===== src/rtl/dram_arb.sv =====
// Two-port arbiter/sequencer for the hxd32 single-port data RAM: port 0 (load/store) over port 1 (debug/loader).
// Optional port-1 starvation guard is built when DRAM_ARB_STARVE_GUARD_EN is defined.
module dram_arb #(
    parameter int XLEN       = 32,
    parameter int ADDR_WIDTH = 14,
    parameter int STARVE_MAX = 8
) (
    input  logic                  clk_i,
    input  logic                  rst_i,
    input  logic                  p0_req_i,
    input  logic                  p0_we_i,
    input  logic [1:0]            p0_size_i,
    input  logic [ADDR_WIDTH-1:0] p0_addr_i,
    input  logic [XLEN-1:0]       p0_wdata_i,
    input  logic                  p1_req_i,
    input  logic                  p1_we_i,
    input  logic [1:0]            p1_size_i,
    input  logic [ADDR_WIDTH-1:0] p1_addr_i,
    input  logic [XLEN-1:0]       p1_wdata_i,
    output logic                  p0_gnt_o,
    output logic                  p1_gnt_o,
    output logic                  p0_rvalid_o,
    output logic                  p1_rvalid_o,
    output logic                  p0_err_o,
    output logic                  p1_err_o,
    output logic [XLEN-1:0]       rdata_o,
    output logic                  ram_en_o,
    output logic [3:0]            ram_we_o,
    output logic [ADDR_WIDTH-3:0] ram_addr_o,
    output logic [XLEN-1:0]       ram_wdata_o,
    input  logic [XLEN-1:0]       ram_rdata_i
);

    // Handshake: a port holds req and its attributes until gnt is seen in the same
    // cycle; a grant in cycle N yields exactly one rvalid pulse on that port in N+1.

    logic                  starve_force;
    logic                  gnt_any;
    logic                  sel_we;
    logic [1:0]            sel_size;
    logic [ADDR_WIDTH-1:0] sel_addr;
    logic [XLEN-1:0]       sel_wdata;
    logic [1:0]            sel_off;
    logic                  sel_err;
    logic [3:0]            size_mask;

    logic                  rsp_valid_q;
    logic                  rsp_port_q;
    logic [1:0]            rsp_off_q;
    logic                  rsp_err_q;
    logic                  rsp_we_q;
    logic                  rsp_live;

`ifdef DRAM_ARB_STARVE_GUARD_EN
    localparam int CW = $clog2(STARVE_MAX + 1);
    logic [CW-1:0] starve_cnt_q;

    always_ff @(posedge clk_i) begin
        if (rst_i) begin
            starve_cnt_q <= '0;
        end else if (!p1_req_i || p1_gnt_o) begin
            starve_cnt_q <= '0;
        end else begin
            starve_cnt_q <= starve_cnt_q + 1'b1;
        end
    end

    assign starve_force = (starve_cnt_q == CW'(STARVE_MAX));
`else
    assign starve_force = 1'b0;
`endif

    // Reset masks grants so nothing reaches the RAM or the response register.
    assign p1_gnt_o = ~rst_i & p1_req_i & (~p0_req_i | starve_force);
    assign p0_gnt_o = ~rst_i & p0_req_i & ~p1_gnt_o;
    assign gnt_any  = p0_gnt_o | p1_gnt_o;

    assign sel_we    = p1_gnt_o ? p1_we_i    : p0_we_i;
    assign sel_size  = p1_gnt_o ? p1_size_i  : p0_size_i;
    assign sel_addr  = p1_gnt_o ? p1_addr_i  : p0_addr_i;
    assign sel_wdata = p1_gnt_o ? p1_wdata_i : p0_wdata_i;
    assign sel_off   = sel_addr[1:0];

    always_comb begin
        sel_err   = 1'b1;
        size_mask = 4'b0000;
        case (sel_size)
            2'b00: begin
                sel_err   = 1'b0;
                size_mask = 4'b0001;
            end
            2'b01: begin
                sel_err   = sel_off[0];
                size_mask = 4'b0011;
            end
            2'b10: begin
                sel_err   = |sel_off;
                size_mask = 4'b1111;
            end
            default: begin
                sel_err   = 1'b1;
                size_mask = 4'b0000;
            end
        endcase
    end

    always_comb begin
        ram_en_o    = 1'b0;
        ram_we_o    = 4'b0000;
        ram_addr_o  = '0;
        ram_wdata_o = '0;
        if (gnt_any && !sel_err) begin
            ram_en_o   = 1'b1;
            ram_addr_o = sel_addr[ADDR_WIDTH-1:2];
            if (sel_we) begin
                ram_we_o    = size_mask << sel_off;
                ram_wdata_o = sel_wdata << {sel_off, 3'b000};
            end
        end
    end

    always_ff @(posedge clk_i) begin
        if (rst_i) begin
            rsp_valid_q <= 1'b0;
            rsp_port_q  <= 1'b0;
            rsp_off_q   <= 2'b00;
            rsp_err_q   <= 1'b0;
            rsp_we_q    <= 1'b0;
        end else begin
            rsp_valid_q <= gnt_any;
            rsp_port_q  <= p1_gnt_o;
            rsp_off_q   <= sel_off;
            rsp_err_q   <= sel_err;
            rsp_we_q    <= sel_we;
        end
    end

    // Upper bytes are left unmasked; the writeback extender trims them by size.
    assign rsp_live    = rsp_valid_q & ~rst_i;
    assign p0_rvalid_o = rsp_live & ~rsp_port_q;
    assign p1_rvalid_o = rsp_live & rsp_port_q;
    assign p0_err_o    = p0_rvalid_o & rsp_err_q;
    assign p1_err_o    = p1_rvalid_o & rsp_err_q;
    assign rdata_o     = (rsp_live && !rsp_err_q && !rsp_we_q) ?
                         (ram_rdata_i >> {rsp_off_q, 3'b000}) : '0;

endmodule


===== config.mk =====
export PLATFORM = sky130hd
export DESIGN_NAME = dram_arb
export DESIGN_NICKNAME = d
export VERILOG_FILES = /design/src/rtl/dram_arb.sv
export SDC_FILE = /design/constraint.sdc
export NUM_CORES = 1
export LEC_CHECK = 0
export BUFFER_PORTS_ARGS = -buffer_cell sky130_fd_sc_hd__buf_2
export CAP_MARGIN = 40
export CORE_UTILIZATION = 35
export CTS_BUF_LIST = sky130_fd_sc_hd__clkbuf_2 sky130_fd_sc_hd__clkbuf_4 sky130_fd_sc_hd__clkbuf_8
export DETAILED_ROUTE_END_ITERATION = 12
export GPL_TIMING_DRIVEN = 0
export PLACE_DENSITY = 0.76
export SETUP_SLACK_MARGIN = 0.05
export SLEW_MARGIN = 10
export SYNTH_ARGS = -nofsm -noshare
export SYNTH_HDL_FRONTEND = slang
export SYNTH_SLANG_ARGS = --single-unit

===== constraint.sdc =====
create_clock -name clk_i -period 6.33 [get_ports clk_i]
set_clock_uncertainty 0.15 [all_clocks]
set_input_delay 0 -clock clk_i [delete_from_list [all_inputs] [get_ports clk_i]]
set_output_delay 0 -clock clk_i [all_outputs]
set_load 0.01 [all_outputs]

# Yosys cells after proc, flatten, opt, wreduce, memory -nomap -nowiden
# Index checks and enable logic that the tools add are counted.
# classes
n_shift,3
n_mux,13
bitwise,14
eq_ne,2
reduce_logical,8
# ops
operator,n
32-bit two-way mux,4
32-bit by 5-bit left shift with 32-bit output,1
32-bit by 5-bit >> shifter with 32-bit output,1
14-bit two-way mux,1
12-bit two-way mux,1
4-bit one-hot mux with 3 select lines,1
1-bit AND,9
4-bit two-way mux,2
1-bit NOT,4
4-bit by 2-bit left shift with 4-bit output,1
1-bit logical AND,3
1-bit logical NOT,3
1-bit one-hot mux with 3 select lines,1
"2-bit by 1-bit == test with 1-bit output, second input constant",1
"2-bit == test, second input constant",1
2-bit logical NOT,1
1-bit two-way mux,2
2-bit two-way mux,1
2-bit OR reduction,1
1-bit bitwise OR,1
# totals
reg_bits,6
out_inout_bits,87
wordCells,45
input_bits,134

# Logic depth before layout (Yosys ltp)
# logic_depth
depth_word,9
depth_mapped,14
ltp_nobuf,10

# Least setup slack after synthesis
# Ideal clock, no wire load.
# synth_path
path_kind,input to output
start,input port p0_req_i
end,output port ram_wdata_o[16]
t_arrival_ns,2.380
n_path_buf,4
required_ns,6.180
setup_slack_ns,3.800
stages,11
cell_sequence,or3b_1 > buf_4 > buf_2 > buf_2 > mux2i_1 > inv_1 > ha_1 > nor3_1 > a22oi_4 > buf_6 > a211oi_1
# synth_via
elab_chain_cells,8
# synth_rtl
item,line_no,rtl
"start, declared",10,"input logic p0_req_i,"
branches (longest 7 deep; another with 32-bit two-way mux),n/a,
32-bit two-way mux (*),112,if (gnt_any && !sel_err) begin
"end, declared",30,"output logic [XLEN-1:0] ram_wdata_o,"
# Every way passes the cells marked *.

# Final worst setup path
# layout_path
start,input port p1_req_i
end,output port ram_wdata_o[24]
# layout_via
elab_chain_cells,8
# layout_rtl
item,line_no,rtl
"start, declared",15,"input logic p1_req_i,"
1-bit AND (*) (2 in a row),74,assign p1_gnt_o = ~rst_i & p1_req_i & (~p0_req_i | starve_force);
branches (longest 5 deep; another with 32-bit two-way mux),n/a,
32-bit two-way mux (*),112,
# Marked as above.

==> out/qor.yml <==
run_status:
  status: "finished, final reports clean"
logic_synthesis:
  syn_inst: 384
  yosysWarnings: 0
  syn_avg_cell_area_um2: 6.88
  yosysTopAreaCell: "mux2i_1"
  synthesis.nets: 522
  ys_seq_area_frac: 0.0454
  mappedNetlistArea_um2: 2640
  synth_top_cell_area_share: 0.341
  synth_seq_cells: 6
  synth_cell_types: 37
  ys_top_cells_by_area: "mux2i_1 34%, nand2_1 9.2%, a211oi_1 7.7%, a21oi_1 5.3%, nor2_1 4.7%"
clocking:
  numCtsBuffers: 3
  ctsHoldBuffers: 1
  cts_tree: "done"
  cts_max_level: 1
  clock_sinks: 6
  cts_root_buf: "clkbuf_8"
  cts_buffer_depth: 2
  clk_pin_slew_ns: 0.03
  cts_resized: 0
  cts_setup_buffers: 0
global_route:
  grt_pass1_vias: 3483
  grt_max_degree: 11
  grt_overflow: 0
  track_usage: 0.273
  grt_pass1_wl_um: 16800
  antenna_found_initial: 0
hold_path:
  hold_depth: 3
  min_path_type: "input port to flop"
  hp-start: "p0_req_i"
  holdPathEnd: "rsp_valid_q"
floorplanning:
  num_io_pins: 221
  dieArea_um2: 7900
  die_w_um: 88.9
  die_h_um: 88.9
  coreArea_um2: 7290
  start_util: 0.363
  num_rows: 31
routing:
  drtIter0Drc: 137
  drc: 0
  first_pass_iters: 4
  vias: 3794
  wl_per_cell_um: 16.4
  drtAntennaViolNets: 0
  viasPerCell: 5.38
  wl_um: 11600
setup_path:
  cp_common_cell: "buf_2"
  slowest_delay_ns: 0.54
  critPathArrivalTime_ns: 3.56
  cp.required_ns: 6.18
  crit_type: "input port to output port"
  cp_cell_sequence: "dlygate4sd3_1, buf_2, or3b_1, buf_4, buf_2, buf_2, mux2i_1, inv_1, ha_1, nor3_1, a22oi_4, buf_4, nor3_1, buf_2"
  crit_path_start_kind: "input port"
  cpMaxStageDelayCell: "dlygate4sd3_1"
  cp-end-kind: "output port"
  crit_path_max_fanout: 10
sta:
  max_freq_mhz: 269
  tns_ns: 0
  hold_violations: 0
  rsz0062_at_grt: "no"
  max_slew.worst_pin.slew_ns: 0.849
  timing.final.ws_setup_ns: 2.62
  final_max_slew_viol_count: 0
  max_slew_margin: 0.434
  holdWs_ns: 0.0206
  min_period_ns: 3.71
  setup_viol: 0
  final.period_utilization: 0.587
power_and_ir_drop:
  power.density_nw_per_um2: 92.4
  peakVddDrop_mv: 0.0620
  leakage_nw: 2.27
finish:
  multi_input_area_um2: 2310
  post-route-util: 0.536
  stdcell_count: 705
  antenna_cells: 0
  layout.nets: 746
  drive_gt1_frac: 0.427
  syn_to_final_growth_pct: 47.9
  regArea_um2: 120
  fillers: 757
placement:
  dp_slack_ns: 3.17
  dp_hpwl_um: 9320
  portBuffers: 218
  place_inst: 701
  gp_congestion: 0.874
run:
  cap_viol_max_count: 0
==> critical path, delay by kind of cell <==
family,cells,cell delay [ns]
mux,1,0.34
buf+inv,8,2.06
simple gates,3,0.77
compound gates,1,0.11
fa+ha+maj,1,0.28
==> Yosys cell counts <==
cell type,instances
mux2i_1,90
nand2_1,65
nor2_1,33
a21oi_1,28
a211oi_1,27
nand3_1,18
buf_2,13
clkbuf_1,13
nor2b_1,13
and2_1,9
nor3_1,9
inv_1,8
mux2_2,8
nor3b_1,8
dfxtp_1,6
buf_1,4
buf_4,4
ha_1,4
a211o_1,2
a21oi_2,2
a22oi_4,2
buf_6,2
mux2_4,2
a2111oi_2,1
a21o_1,1
and3_1,1
and4bb_2,1
clkinv_2,1
nand3b_1,1
nor2_4,1
nor4bb_1,1
o211ai_1,1
o21ai_0,1
o21bai_1,1
or2_2,1
or3b_1,1
or4b_1,1
==> sequential cells by signal, summed over array words and instances (netlist names) <==
signal       cells
rsp_err_q        1
rsp_off_q        2
rsp_port_q       1
rsp_valid_q      1
rsp_we_q         1
==> placed cells by master, fill, tap and decap left out, types with 2 or more instances in the layout <==
cell type  synthesis  routed
and2_1             9       9
inv_1              8       8
buf_1              4       4
buf_4              4       4
buf_6              2       2
a21oi_2            2       2
nor3b_1            8       8
ha_1               4       4
buf_2             13     231
dfxtp_1            6       6
mux2i_1           90      90
nor3_1             9       9
a211oi_1          27      27
a22oi_4            2       2
nor2_1            33      33
clkbuf_8           0       3
clkbuf_1          13      13
mux2_2             8       8
a211o_1            2       2
nand3_1           18      18
nor2b_1           13      13
a21oi_1           28      28
mux2_4             2       2
nand2_1           65      65
==> cell type report <==
type                       count  share of cell area
sequential                     6              0.0307
buffer                        36              0.0464
clock buffer                   3              0.0106
timing repair buffer         219               0.282
tap                           99              0.0317
multi-input combinational    333               0.590
inverter                       9             0.00896
==> logic make-up after synthesis <==
group,synth area share
compound gates,0.175
mux,0.386
fa+ha+maj,0.0189
simple gates,0.292
flops,0.0454
buf+inv,0.0819
==> power by group <==
| group | leakage, nW | internal, mW | switching, mW |
|---|---|---|---|
| registers | 0.0499 | 0.0406 | 0.000898 |
| logic | 2.20 | 0.116 | 0.148 |
| clock network | 0.0216 | 0.0408 | 0.0155 |
| total | 2.27 | 0.197 | 0.164 |
==> layer usage <==
metal / up-vias / global-route usage / routed length, µm
li1: 1811 / - / -
met1: 1748 / 0.309 / 4600
met3: 15 / 0.0360 / 1010
met2: 220 / 0.534 / 5820
met5: - / 0 / 0
met4: 0 / 0.0718 / 153
==> metrics by stage <==
stage                     instance area (µm²)  power, mW
after global routing                     3910      0.387
after global placement                   3860      0.296
after detailed placement                 3860      0.301
after CTS                                3910      0.360
final                                    3910      0.361
after floorplan                          2640      0.196
==> worst max-delay path by stage <==
stage | from | end | slack [ns] | cells after the start
after floorplan | p0_req_i | ram_wdata_o[16] | 3.80 | 11
after detailed placement | p0_req_i | ram_wdata_o[24] | 3.17 | 13
after global routing | p1_req_i | ram_wdata_o[24] | 2.38 | 14
after CTS | p1_req_i | ram_wdata_o[24] | 2.62 | 14
final | p1_req_i | ram_wdata_o[24] | 2.62 | 14
after global placement | p0_req_i | ram_wdata_o[24] | 3.13 | 13
Power figures use the tool's default switching activity.
